`config.mk`:
```
export PLATFORM = sky130hd
export DESIGN_NAME = regfile_access_ctrl
export DESIGN_NICKNAME = d
export VERILOG_FILES = /design/src/rtl/regfile_ctrl_pkg.sv /design/src/rtl/rr_arb2.sv /design/src/rtl/regfile_access_ctrl.sv
export SDC_FILE = /design/constraint.sdc
export NUM_CORES = 1
export LEC_CHECK = 0
export BUFFER_PORTS_ARGS = -buffer_cell sky130_fd_sc_hd__buf_2
export CAP_MARGIN = 5
export CORE_MARGIN = 2
export CORE_UTILIZATION = 45
export DETAILED_ROUTE_END_ITERATION = 12
export PLACE_DENSITY = 0.8
export REMOVE_ABC_BUFFERS = 1
export SLEW_MARGIN = 20
export SYNTH_ARGS = -nofsm -noshare
export SYNTH_HDL_FRONTEND = slang
export SYNTH_SLANG_ARGS = --single-unit
```
`constraint.sdc`:
```
create_clock -name clk -period 1.45 [get_ports clk]
set_clock_uncertainty 0.05 [all_clocks]
set_input_delay 0.29 -clock clk [delete_from_list [all_inputs] [get_ports clk]]
set_output_delay 0.29 -clock clk [all_outputs]
set_load 0.02 [all_outputs]
```
`src/rtl/regfile_ctrl_pkg.sv`:
```
// Shared constants, FSM encoding and decode helpers for the register-file
// access controller.
package regfile_ctrl_pkg;

  localparam int NREG_DEF = 8;
  localparam int W_DEF    = 16;
  localparam int AW_DEF   = 3;

  // Widest file the onehot helper can address; callers truncate to NREG.
  localparam int ONEHOT_MAX = 256;

  localparam logic [1:0] OP_WRITE = 2'b00;
  localparam logic [1:0] OP_READ  = 2'b01;
  localparam logic [1:0] OP_MOVE  = 2'b10;
  localparam logic [1:0] OP_SWAP  = 2'b11;

  typedef enum logic [2:0] {
    ST_IDLE = 3'd0,
    ST_RD   = 3'd1,
    ST_WR1  = 3'd2,
    ST_WR2  = 3'd3,
    ST_RSP  = 3'd4
  } state_t;

  function automatic logic [ONEHOT_MAX-1:0] onehot(input logic [7:0] idx);
    logic [ONEHOT_MAX-1:0] v;
    v      = '0;
    v[idx] = 1'b1;
    return v;
  endfunction

endpackage

```
`src/rtl/rr_arb2.sv`:
```
// Two-requester round-robin arbiter. A grant is only issued while enabled;
// on a tie the requester that did not win last time is chosen.
module rr_arb2 (
  input  logic       clk,
  input  logic       rst,
  input  logic [1:0] req,
  input  logic       enable,
  output logic [1:0] grant
);

  logic last_grant;

  // Pick a single winner; a lone requester always wins.
  always_comb begin
    grant = 2'b00;
    if (enable) begin
      case (req)
        2'b01:   grant = 2'b01;
        2'b10:   grant = 2'b10;
        2'b11:   grant = last_grant ? 2'b01 : 2'b10;
        default: grant = 2'b00;
      endcase
    end
  end

  // Remember the last winner; reset value 1 lets requester 0 take the first tie.
  always_ff @(posedge clk) begin
    if (!rst) begin
      last_grant <= 1'b1;
    end else if (grant != 2'b00) begin
      last_grant <= grant[1];
    end
  end

endmodule

```
`src/rtl/regfile_access_ctrl.sv`:
```
// Command sequencer for a load / dual-read register file shared by two
// requesters. Each accepted command yields exactly one response pulse.
//
//   state | meaning
//   ------+----------------------------------------------------------
//   IDLE  | waiting for a command, arbiter enabled
//   RD    | A bus <- R[rs], B bus <- R[rd], captured into tmp_a/tmp_b
//   WR1   | load R[rd] with write data (WRITE) or tmp_a (MOVE/SWAP)
//   WR2   | load R[rs] with tmp_b (second half of SWAP)
//   RSP   | one-cycle response pulse to the owning requester
module regfile_access_ctrl
  import regfile_ctrl_pkg::*;
#(
  parameter int NREG = NREG_DEF,
  parameter int W    = W_DEF,
  parameter int AW   = AW_DEF
) (
  input  logic            clk,
  input  logic            rst,
  input  logic            req0_valid,
  output logic            req0_ready,
  input  logic [1:0]      req0_op,
  input  logic [AW-1:0]   req0_rd,
  input  logic [AW-1:0]   req0_rs,
  input  logic [W-1:0]    req0_data,
  input  logic            req1_valid,
  output logic            req1_ready,
  input  logic [1:0]      req1_op,
  input  logic [AW-1:0]   req1_rd,
  input  logic [AW-1:0]   req1_rs,
  input  logic [W-1:0]    req1_data,
  output logic            rsp_valid,
  output logic            rsp_id,
  output logic [W-1:0]    rsp_data,
  output logic            busy,
  output logic [NREG-1:0] rf_load,
  output logic [W-1:0]    rf_din,
  output logic [NREG-1:0] rf_oeA,
  output logic [NREG-1:0] rf_oeB,
  input  logic [W-1:0]    rf_dA,
  input  logic [W-1:0]    rf_dB
);

  state_t        state_q, state_d;
  logic [1:0]    op_q;
  logic [AW-1:0] rd_q, rs_q;
  logic [W-1:0]  data_q;
  logic          id_q;
  logic [W-1:0]  tmp_a, tmp_b;
  logic [W-1:0]  rsp_data_d;

  logic [1:0]    grant;
  logic          accept;
  logic [1:0]    acc_op;
  logic [AW-1:0] acc_rd, acc_rs;
  logic [W-1:0]  acc_data;

  rr_arb2 u_arb (
    .clk    (clk),
    .rst    (rst),
    .req    ({req1_valid, req0_valid}),
    .enable (state_q == ST_IDLE),
    .grant  (grant)
  );

  assign req0_ready = grant[0];
  assign req1_ready = grant[1];
  assign accept     = grant[0] | grant[1];
  assign busy       = (state_q != ST_IDLE);

  // Mux the winning requester's command fields.
  always_comb begin
    acc_op   = grant[1] ? req1_op   : req0_op;
    acc_rd   = grant[1] ? req1_rd   : req0_rd;
    acc_rs   = grant[1] ? req1_rs   : req0_rs;
    acc_data = grant[1] ? req1_data : req0_data;
  end

  // Next state and register-file strobes; the bus is parked at zero when idle.
  always_comb begin
    state_d    = state_q;
    rf_load    = '0;
    rf_din     = '0;
    rf_oeA     = '0;
    rf_oeB     = '0;
    rsp_data_d = '0;
    case (state_q)
      ST_IDLE: begin
        if (accept) state_d = (acc_op == OP_WRITE) ? ST_WR1 : ST_RD;
      end
      ST_RD: begin
        rf_oeA     = NREG'(onehot(8'(rs_q)));
        rf_oeB     = NREG'(onehot(8'(rd_q)));
        rsp_data_d = rf_dA;
        state_d    = (op_q == OP_READ) ? ST_RSP : ST_WR1;
      end
      ST_WR1: begin
        rf_load    = NREG'(onehot(8'(rd_q)));
        rf_din     = (op_q == OP_WRITE) ? data_q : tmp_a;
        rsp_data_d = rf_din;
        state_d    = (op_q == OP_SWAP) ? ST_WR2 : ST_RSP;
      end
      ST_WR2: begin
        // Response for SWAP is the old R[rd], which is exactly tmp_b.
        rf_load    = NREG'(onehot(8'(rs_q)));
        rf_din     = tmp_b;
        rsp_data_d = tmp_b;
        state_d    = ST_RSP;
      end
      ST_RSP: begin
        state_d = ST_IDLE;
      end
      default: begin
        state_d = ST_IDLE;
      end
    endcase
  end

  // State, captured command, read temporaries and the registered response.
  always_ff @(posedge clk) begin
    if (!rst) begin
      state_q   <= ST_IDLE;
      op_q      <= OP_WRITE;
      rd_q      <= '0;
      rs_q      <= '0;
      data_q    <= '0;
      id_q      <= 1'b0;
      tmp_a     <= '0;
      tmp_b     <= '0;
      rsp_valid <= 1'b0;
      rsp_id    <= 1'b0;
      rsp_data  <= '0;
    end else begin
      state_q <= state_d;
      if (accept) begin
        op_q   <= acc_op;
        rd_q   <= acc_rd;
        rs_q   <= acc_rs;
        data_q <= acc_data;
        id_q   <= grant[1];
      end
      if (state_q == ST_RD) begin
        tmp_a <= rf_dA;
        tmp_b <= rf_dB;
      end
      rsp_valid <= (state_d == ST_RSP);
      if (state_d == ST_RSP) begin
        rsp_id   <= id_q;
        rsp_data <= rsp_data_d;
      end
    end
  end

endmodule

```
# Word-level counts from Yosys, hierarchy flattened
# Cells that the tools add are included.
[classes]
shift = 0
eq_ne = 9
bitwise_logic = 1
magnitude_cmp = 4
n_mul = 0
n_div = 0
reduce_logical = 7
n_mux = 22
addsub = 0
[ops]
columns = ["op", "n"]
rows = [
  ["one-hot mux 16 bit (3 select lines)", 1],
  ["two-way mux 16 bit", 2],
  ["one-hot mux 16 bit (2 select lines)", 1],
  ["less-than comparator 3 x 9 -> 1 bit (second input constant)", 2],
  ["two-way mux 8 bit", 2],
  ["one-hot mux 8 bit (2 select lines)", 1],
  ["two-way mux 3 bit", 5],
  ["one-hot mux 3 bit (4 select lines)", 1],
  ["two-way mux 2 bit", 4],
  ["demux 1 bit (select 3 bit)", 2],
  ["== test 2 bit (second input constant)", 3],
  ["== test 3 x 2 -> 1 bit (second input constant)", 2],
  [">= comparator 3 x 1 -> 1 bit (second input constant)", 2],
  ["one-hot mux 2 bit (3 select lines)", 1],
  ["== test 2 x 1 -> 1 bit (second input constant)", 2],
  ["logical NOT 2 bit", 2],
  ["== test 3 x 1 -> 1 bit (second input constant)", 1],
  ["== test 3 bit (second input constant)", 1],
  ["logical NOT 3 bit", 1],
  ["nonzero test 3 bit", 1],
  ["logical AND 1 bit", 2],
  ["two-way mux 1 bit", 2],
  ["nonzero test 2 bit", 1],
  ["bitwise OR 1 bit", 1],
]
[word_totals]
word_cells = 55
rom_bits = 0
ff_bits = 79
memories = 0
ramBits = 0
latchBits = 0
in_bits = 84
out_inout_bits = 61

# Logic depth before layout (Yosys ltp)
# Gate-level depths: netlist of run 1.
[depth]
ltp_word = 9
ltp_mapped = 7
depth_no_buf = 4

# Modules after synthesis
# From an unflattened synthesis of run 1, not the netlist that was laid out.
[hier_totals]
hier_cells = 495
hier_area_um2 = 4093.9
[by_module_without_submodules]
columns = ["mod", "instances", "cells_per_inst", "area_per_inst_um2"]
rows = [
  ["regfile_access_ctrl", 1, 487, 4037.6],
  ["rr_arb2", 1, 8, 56.3],
]

# Least setup slack after synthesis of run 1
# OpenSTA, ideal clock, no wires.
[synth_timing]
kind = "register -> output"
startpoint = "register state_q[2]"
endpoint = "output rf_load[0]"
setup_slack_ps = -498
arrival_ps = 1608
stages_incl_launch_ff = 6
path_buffers = 1
required_ps = 1110
cell_sequence = "dfxtp_1 buf_6 nor2_2 nand2_1 or2_2 o31ai_1"
[synth_via]
elab_chain_cells = 2
word_cells_on_any_way = 3
cone_classes = "eq/ne: 2; mux: 1"
[synth_rtl]
columns = ["item", "line_no", "source"]
rows = [
  ["from (decl)", "regfile_access_ctrl.sv:44", "state_t state_q, state_d;"],
  ["from (signal assigned)", "regfile_access_ctrl.sv:134", "state_q <= state_d;"],
  ["== test 3 x 2 -> 1 bit", "regfile_access_ctrl.sv:87", "case (state_q)"],
  ["one-hot mux 8 bit (2 select lines) *", "regfile_access_ctrl.sv:87", ""],
  ["to (decl)", "regfile_access_ctrl.sv:36", "output logic [NREG-1:0] rf_load,"],
]
# Mark *: on every way between the ends. The rest lies on a longest branch, timed or not.

# Final worst setup path of run 1
[layout_timing]
startpoint = "register state_q[1]"
endpoint = "output rf_oeA[0]"
[layout_via]
elab_chain_cells = 2
[layout_rtl]
columns = ["item", "line_no", "source"]
rows = [
  ["== test 3 x 1 -> 1 bit", "regfile_access_ctrl.sv:87", ""],
  ["two-way mux 8 bit", "regfile_access_ctrl.sv:87", ""],
  ["to (decl)", "regfile_access_ctrl.sv:38", "output logic [NREG-1:0] rf_oeA,"],
]
# Every way passes these cells.

==> results.py, run 1 <==
metrics = {
    "status": {
        "violations": "setup timing",
        "status": "complete, but fails checks",
    },
    "placed_design": {
        "io_buffer_count": 144,
        "hpwl_um": 9010,
        "gp_congestion": 0.981,
        "detailedPlace.worstSlack_ps": -293,
    },
    "clocking": {
        "htree_levels": 3,
        "clk_root_buffer_cell": "clkbuf_8",
        "cts_hold_buffers": 0,
        "cts_max_path_buffers": 2,
        "clock-sinks": 79,
        "clk_pin_slew_ps": 110,
        "cts_tree": "yes",
        "tritoncts.num_buffers": 9,
        "worst_skew_pair.late_latency_ps": 370,
    },
    "logic_synthesis": {
        "netlist_top_cells_area": "dfxtp_1, nand2_1, mux2i_1, a21boi_0, a31oi_1",
        "synth_enable_flop_cells": 0,
        "post-synth-top-area-cell": "dfxtp_1",
        "yosys.cell_types.count": 40,
        "synthesis.instances": 499,
        "synth_top_area_share_pct": 39.5,
        "seq_area_frac_synth_pct": 39.5,
        "postSynth.asyncResetShare_pct": 0,
        "register_bit_count_reported_by_yosys": 79,
        "yosys_warnings": 0,
        "avgSynthCellArea_um2": 8.03,
        "ys.flop_type": "dfxtp_1",
        "synth_area_um2": 4010,
    },
    "worst_setup_path": {
        "endpoint_kind": "output port",
        "critical-path-slowest-cell": "dfxtp_2",
        "worst-path-buf-inv": 4,
        "ff2ff_setup_slack_ps": -500,
        "r2r_end": "state_q[1]$_SDFF_PN0_",
        "cpPeakStageDelay_ps": 360,
        "critical_path.cell_chain": "buf_4, inv_2, nand3b_1, buf_6, nor4_2, buf_2",
        "timing.critical_path.arrival_ps": 1770,
        "critPathMaxFanout": 8,
        "regToRegStartpoint": "state_q[0]$_SDFF_PN0_",
        "path_class": "flip-flop to output port",
        "start_kind": "flip-flop",
        "worst-r2r-cell-count": 8,
        "cp_data_required_time_ps": 1110,
        "critPathTopFamily": "buffers and inverters",
        "crit_path_start": "state_q[1]$_SDFF_PN0_",
    },
    "floorplan": {
        "initial_core_util_pct": 46.2,
        "core_area_um2": 8680,
        "dieHeight_um": 98.3,
        "io-pin-count": 145,
        "die_area_um2": 9670,
        "horizontal_die_dimension_um": 98.3,
        "rows": 34,
    },
    "drt": {
        "via_per_inst": 6.10,
        "antenna_left": 0,
        "post_route_wl_um": 17700,
        "via_count": 4974,
        "drtPass1Iterations": 5,
        "detail_route.iter0.violations": 325,
        "detail_routed_net_length_per_standard_cell_um": 21.7,
        "drc_markers": 0,
    },
    "pwr": {
        "sequentialPowerShare_pct": 28.8,
        "total_switching_power_uw": 4450,
        "p_per_area_nw_per_um2": 1630,
        "total_leakage_power_uw": 0.00294,
        "vdd_drop_max_mv": 0.771,
        "power.share.combinational_pct": 51.7,
        "p_int_uw": 6470,
        "p_sw_share_pct": 40.7,
        "power.clock.fraction_pct": 19.5,
    },
    "timing": {
        "relSlewSlack_pct": 63.1,
        "max_clock_freq_mhz": 473,
        "postLayoutSetupSlackWorst_ps": -664,
        "tightestPinTransition_ps": 551,
        "timing.final.crit_share_pct": 146,
        "finalMaxSlewViolations": 0,
        "rsz_0062_raised_after_global_routing": "yes",
        "timing.setup.tns_ps": -46210,
        "final_period_minus_worst_setup_slack_ps": 2110,
        "timing.final.setup_violations": 122,
        "finalHoldViolCount": 0,
    },
    "global_route": {
        "overflow": 0,
        "wire_length_of_the_first_global_routing_pass_um": 23100,
        "grt_max_degree": 51,
        "grt_pass1_vias": 4731,
        "globalRouteTotalUtil_pct": 30.0,
        "antenna_found_initial": 0,
    },
    "finish": {
        "layout.cells.most_common_list": "buf_2, nand2_1, dfxtp_1",
        "flow.area_growth_from_synthesis_pct": 67.1,
        "num-nets-final": 786,
        "layout-drive-gt1-share_pct": 50.6,
        "mostFrequentLayoutCell": "buf_2",
        "antenna-diode-count": 0,
    },
    "min_path": {
        "hold_path_end": "tmp_b[13]$_SDFFE_PN0P_",
        "hold_class": "input port to flip-flop",
        "min_from": "rf_dB[13]",
        "worstHoldPathCells": 3,
    },
    "flow_run": {
        "drv.max_cap_violation_count": 0,
    },
}
-- tightest hold or removal path: stages --
cell and delay (ps):
buf_2 100, nand2_1 40, a21boi_0 60
-- state kept, by name (all words and copies together) (netlist names) --
signal,flops
u_arb.last_grant,1
rs_q,3
rsp_valid,1
rsp_id,1
rd_q,3
state_q,3
tmp_a,16
id_q,1
data_q,16
rsp_data,16
op_q,2
tmp_b,16
-- worst max-delay path by stage --
stage	endpoint	cells past startpoint
floorplan	rf_oeA[4]	3
global placement	rf_din[13]	6
detailed placement	rf_load[2]	6
CTS	rf_din[11]	6
global route	rf_oeA[0]	6
finish	rf_oeA[0]	6
-- stage by stage --
stage / hold slack (ps) / instance area, µm² / util, % / total power, µW / instances
6_report: 119 / 6690 / 77.1 / 10900 / 815
5_1_grt: 135 / 6690 / 77.1 / 11300 / 815
4_1_cts: 113 / 6040 / 69.6 / 9540 / 792
3_5_place_dp: 407 / 5120 / 59.0 / 6690 / 759
3_3_place_gp: 397 / 5120 / 59.0 / 6560 / 759
2_1_floorplan: 329 / 3800 / - / 5040 / 456
-- metal layers --
metal	part of all wire [%]	track usage, %	wire length (µm)
met1	35	34.6	6150
met2	52	52.6	9110
met3	8.6	5.94	1510
met4	5.2	15.2	913
met5	0	0	0
-- cells by family (layout without fill, tap and decap cells) --
group	count (synthesis)	in the layout	share of synthesized area [%]
multiplexers	43	43	11.4
AND/OR/NAND/NOR	184	184	21.1
buffers and inverters	48	256	5.65
flip-flops	79	79	39.5
AO/OA/AOI/OAI	145	145	22.4
-- what timing repair did --
action	CTS	global route
pin swaps	44	24
setup buffers	18	21
gates resized for setup	131	97
gates cloned	2	4
endpoints found under the setup margin	122	122
-- final cells by class --
| cell class | count | area, µm² |
|---|---|---|
| clock buffer | 10 | 138 |
| clock inverter | 6 | 115 |
| timing repair buffer | 235 | 1920 |
| inverter | 5 | 18.8 |
| fill | 578 | 1990 |
| tap | 108 | 135 |
| multi-input combinational | 372 | 2780 |
| sequential | 79 | 1590 |
-- cell usage after synthesis (all sizes together), types with 2 or more instances --
| cell | n |
|---|---|
| and2 | 2 |
| nor3 | 9 |
| a21oi | 26 |
| nand3 | 19 |
| o22ai | 6 |
| buf | 24 |
| a31oi | 32 |
| or3 | 18 |
| a21boi | 33 |
| nor2b | 2 |
| nor4 | 2 |
| nand2 | 110 |
| inv | 5 |
| mux2i | 26 |
| clkbuf | 19 |
| nor2 | 12 |
| mux2 | 17 |
| or2 | 2 |
| o21ai | 41 |
| dfxtp | 79 |
| nand2b | 5 |
| o32ai | 3 |
-- power groups by stage --
stage	sequential (µW)	clock (µW)	combinational, µW
2_1_floorplan	3290	0	1750
3_3_place_gp	3020	0	3540
3_5_place_dp	3040	0	3650
4_1_cts	3050	2090	4400
5_1_grt	3180	2220	5890
6_report	3150	2130	5650
Power figures use the tool's default switching activity.
==> inputs of run 2 (changes only) <==
Settings changed: ABC_AREA set to 1, PLACE_DENSITY 0.8 to 0.81, REMOVE_ABC_BUFFERS 1 to not set.
==> run 2 against run 1 <==
Against the previous run: the run still ends with setup timing left; total power shrank 18%; critical path depth shrank 3; sequential power shrank 9.8%; register-to-register slack gained 290 ps; die area shrank 0.29%; critical endpoint is now rf_load[6]; largest cell class unchanged.
==> results.py, run 2 <==
metrics = {
    "logic_synthesis": {
        "yosys.cell_types.count": 29,
        "seq_area_frac_synth_pct": 39.6,
        "post-synth-top-area-cell": "dfxtp_1",
        "ys.flop_type": "dfxtp_1",
        "synth_area_um2": 3990,
        "avgSynthCellArea_um2": 6.92,
        "yosys.area_share.simple_pct": 26.6,
        "post_synthesis_share_of_cell_area_spent_on_xor_and_xnor_gates_pct": 0,
        "post-synth-top-count-cell": "nand2_1",
        "synth_enable_flop_cells": 0,
        "synth_compound_area_share_pct": 23.4,
        "synth-adder-area-share_pct": 0,
        "combinational_family_with_the_most_area_after_synthesis": "simple AND/OR/NAND/NOR gates",
        "register_bit_count_reported_by_yosys": 79,
        "yosys-mux-area-fraction_pct": 0,
        "netlist_top_cells_count": "nand2_1, dfxtp_1, a21oi_1",
        "synthesis.instances": 577,
        "yosys_warnings": 0,
        "netlist_top_cells_area": "dfxtp_1, nand2_1, a21oi_1, o211ai_1, o21ai_0",
        "synth.net_count": 661,
        "synth_top_area_share_pct": 39.6,
        "postSynth.asyncResetShare_pct": 0,
    },
    "floorplan": {
        "horizontal_die_dimension_um": 98.2,
        "core_area_um2": 8680,
        "die_area_um2": 9640,
        "dieHeight_um": 98.2,
        "io-pin-count": 145,
        "initial_core_util_pct": 46.0,
        "rows": 34,
    },
    "timing": {
        "relSlewSlack_pct": 77.6,
        "max_clock_freq_mhz": 504,
        "finalHoldViolCount": 0,
        "timing.setup.tns_ps": -22720,
        "finalMaxSlewViolations": 0,
        "final_period_minus_worst_setup_slack_ps": 1980,
        "timing.final.setup_violations": 87,
        "tightestPinTransition_ps": 334,
        "postLayoutSetupSlackWorst_ps": -534,
        "rsz_0062_raised_after_global_routing": "yes",
        "timing.final.crit_share_pct": 137,
    },
    "placed_design": {
        "gp_congestion": 0.872,
        "io_buffer_count": 144,
        "placement.cell_area_um2": 5060,
        "hpwl_um": 8340,
    },
    "worst_setup_path": {
        "critPathMaxFanout": 6,
        "endpoint_kind": "output port",
        "regToRegStartpoint": "state_q[2]$_SDFF_PN0_",
        "path_class": "flip-flop to output port",
        "worst-r2r-cell-count": 11,
        "timing.critical_path.arrival_ps": 1640,
        "r2r_end": "data_q[2]$_SDFFE_PN0N_",
        "start_kind": "flip-flop",
        "cp_data_required_time_ps": 1110,
        "ff2ff_setup_slack_ps": -210,
    },
    "clocking": {
        "worst_skew_pair.late_latency_ps": 360,
        "cts_hold_buffers": 0,
        "cts_tree": "yes",
        "htree_levels": 3,
        "clk_pin_slew_ps": 90,
        "cts_max_path_buffers": 2,
        "clock-sinks": 79,
        "tritoncts.num_buffers": 9,
        "clk_root_buffer_cell": "clkbuf_8",
    },
    "finish": {
        "layout-drive-gt1-share_pct": 47.5,
        "flow.area_growth_from_synthesis_pct": 57.3,
        "antenna-diode-count": 0,
        "final_cell_area_um2": 6280,
        "fillerInstances": 634,
        "num-nets-final": 829,
        "mostFrequentLayoutCell": "nand2_1",
        "layout.cells.most_common_list": "nand2_1, buf_2, dfxtp_1",
        "area.sequential_um2": 1600,
        "multi_input_comb_area_um2": 2570,
    },
    "flow_run": {
        "drv.max_cap_violation_count": 0,
    },
    "drt": {
        "antenna_left": 0,
        "detail_routed_net_length_per_standard_cell_um": 17.5,
        "via_per_inst": 5.57,
        "drtPass1Iterations": 5,
        "detail_route.iter0.violations": 305,
        "via_count": 4777,
        "drc_markers": 0,
        "post_route_wl_um": 15000,
    },
    "global_route": {
        "overflow": 0,
        "grt_pass1_vias": 4233,
        "grt_max_degree": 38,
        "wire_length_of_the_first_global_routing_pass_um": 19800,
        "globalRouteTotalUtil_pct": 24.9,
        "antenna_found_initial": 0,
    },
    "status": {
        "status": "complete, but fails checks",
        "violations": "setup timing",
    },
    "min_path": {
        "hold_class": "input port to flip-flop",
        "min_from": "rf_dA[12]",
        "hold_path_end": "tmp_a[12]$_SDFFE_PN0P_",
        "worstHoldPathCells": 3,
    },
    "pwr": {
        "total_leakage_power_uw": 0.00272,
        "vdd_drop_max_mv": 0.858,
        "p_per_area_nw_per_um2": 1420,
    },
}
## run 2: changes by cell type after synthesis, moves of 6 or more
cell | previous run | this run
a21boi_0 | 33 | 0
a21oi_1 | 26 | 50
a21oi_2 | 0 | 9
a31oi_1 | 32 | 0
inv_1 | 5 | 46
mux2_2 | 16 | 0
mux2i_1 | 26 | 0
nand2_1 | 110 | 204
nand2_2 | 0 | 6
nor2_1 | 9 | 21
nor3_1 | 8 | 0
o211ai_1 | 1 | 32
o21ai_2 | 0 | 10
or3_1 | 18 | 0
## run 2: where the power goes
part	switching [µW]	total [µW]	leakage (µW)	internal (µW)
logic	2580	4300	0.00196	1720
clock network	798	1800	0.000109	1000
registers	287	2840	0.000648	2550
## run 2: per-layer routing
layer  track usage, %  routed length, µm  vias up
met3             3.22               1250       87
met2             41.7               7220      284
met4             11.3                989        0
met5                0                  0        -
li1                 -                  -     2221
met1             32.1               5560     2185
## run 2: how the worst max path moves through the flow
| stage | startpoint | to | slack, ps |
|---|---|---|---|
| after detailed placement | state_q[2]$_SDFF_PN0_ | rf_load[2] | -70 |
| after CTS | state_q[0]$_SDFF_PN0_ | rf_din[15] | -420 |
| final | rs_q[2]$_SDFFE_PN0N_ | rf_load[6] | -530 |
| after floorplan | state_q[1]$_SDFF_PN0_ | rf_oeA[0] | -80 |
| after global placement | state_q[2]$_SDFF_PN0_ | rf_din[15] | -10 |
| after global routing | state_q[0]$_SDFF_PN0_ | rf_load[5] | -550 |
## run 2: what timing repair did
item,4_1_cts,5_1_grt
pin swaps,13,47
setup buffers,5,12
endpoints found under the setup margin,62,90
gates resized for setup,56,169
cloned,3,3
## run 2: layout make-up
cell class	instances	area share, %
clock buffers	11	2.25
repair inverters	2	0.239
multi-input cells	410	40.9
clock inverters	4	1.12
inverters	54	3.68
repair buffers	189	24.3
well taps	108	2.15
flip-flops and latches	79	25.4
## run 2: critical path, stage by stage (launching register included)
cell	delay (ps)
dfxtp_1	510
nand3_1	320
o22ai_4	290
buf_6	150
## run 2: cells by family after synthesis
family                 after synthesis
AND/OR/NAND/NOR                    258
AO/OA/AOI/OAI                      152
buffers and inverters               88
flip-flops                          79
## run 2: metrics by stage
| stage | total power, µW | hold WS (ps) | util [%] | instances | worst slack, ps |
|---|---|---|---|---|---|
| final | 8940 | 164 | 72.4 | 857 | -534 |
| after global routing | 9340 | 172 | 72.4 | 857 | -549 |
| after CTS | 7840 | 158 | 63.7 | 843 | -418 |
| after detailed placement | 5790 | 401 | 58.3 | 820 | -67.6 |
| after global placement | 5680 | 395 | 58.3 | 820 | -14.5 |
| after floorplan | 4940 | 374 | - | 577 | -77.0 |
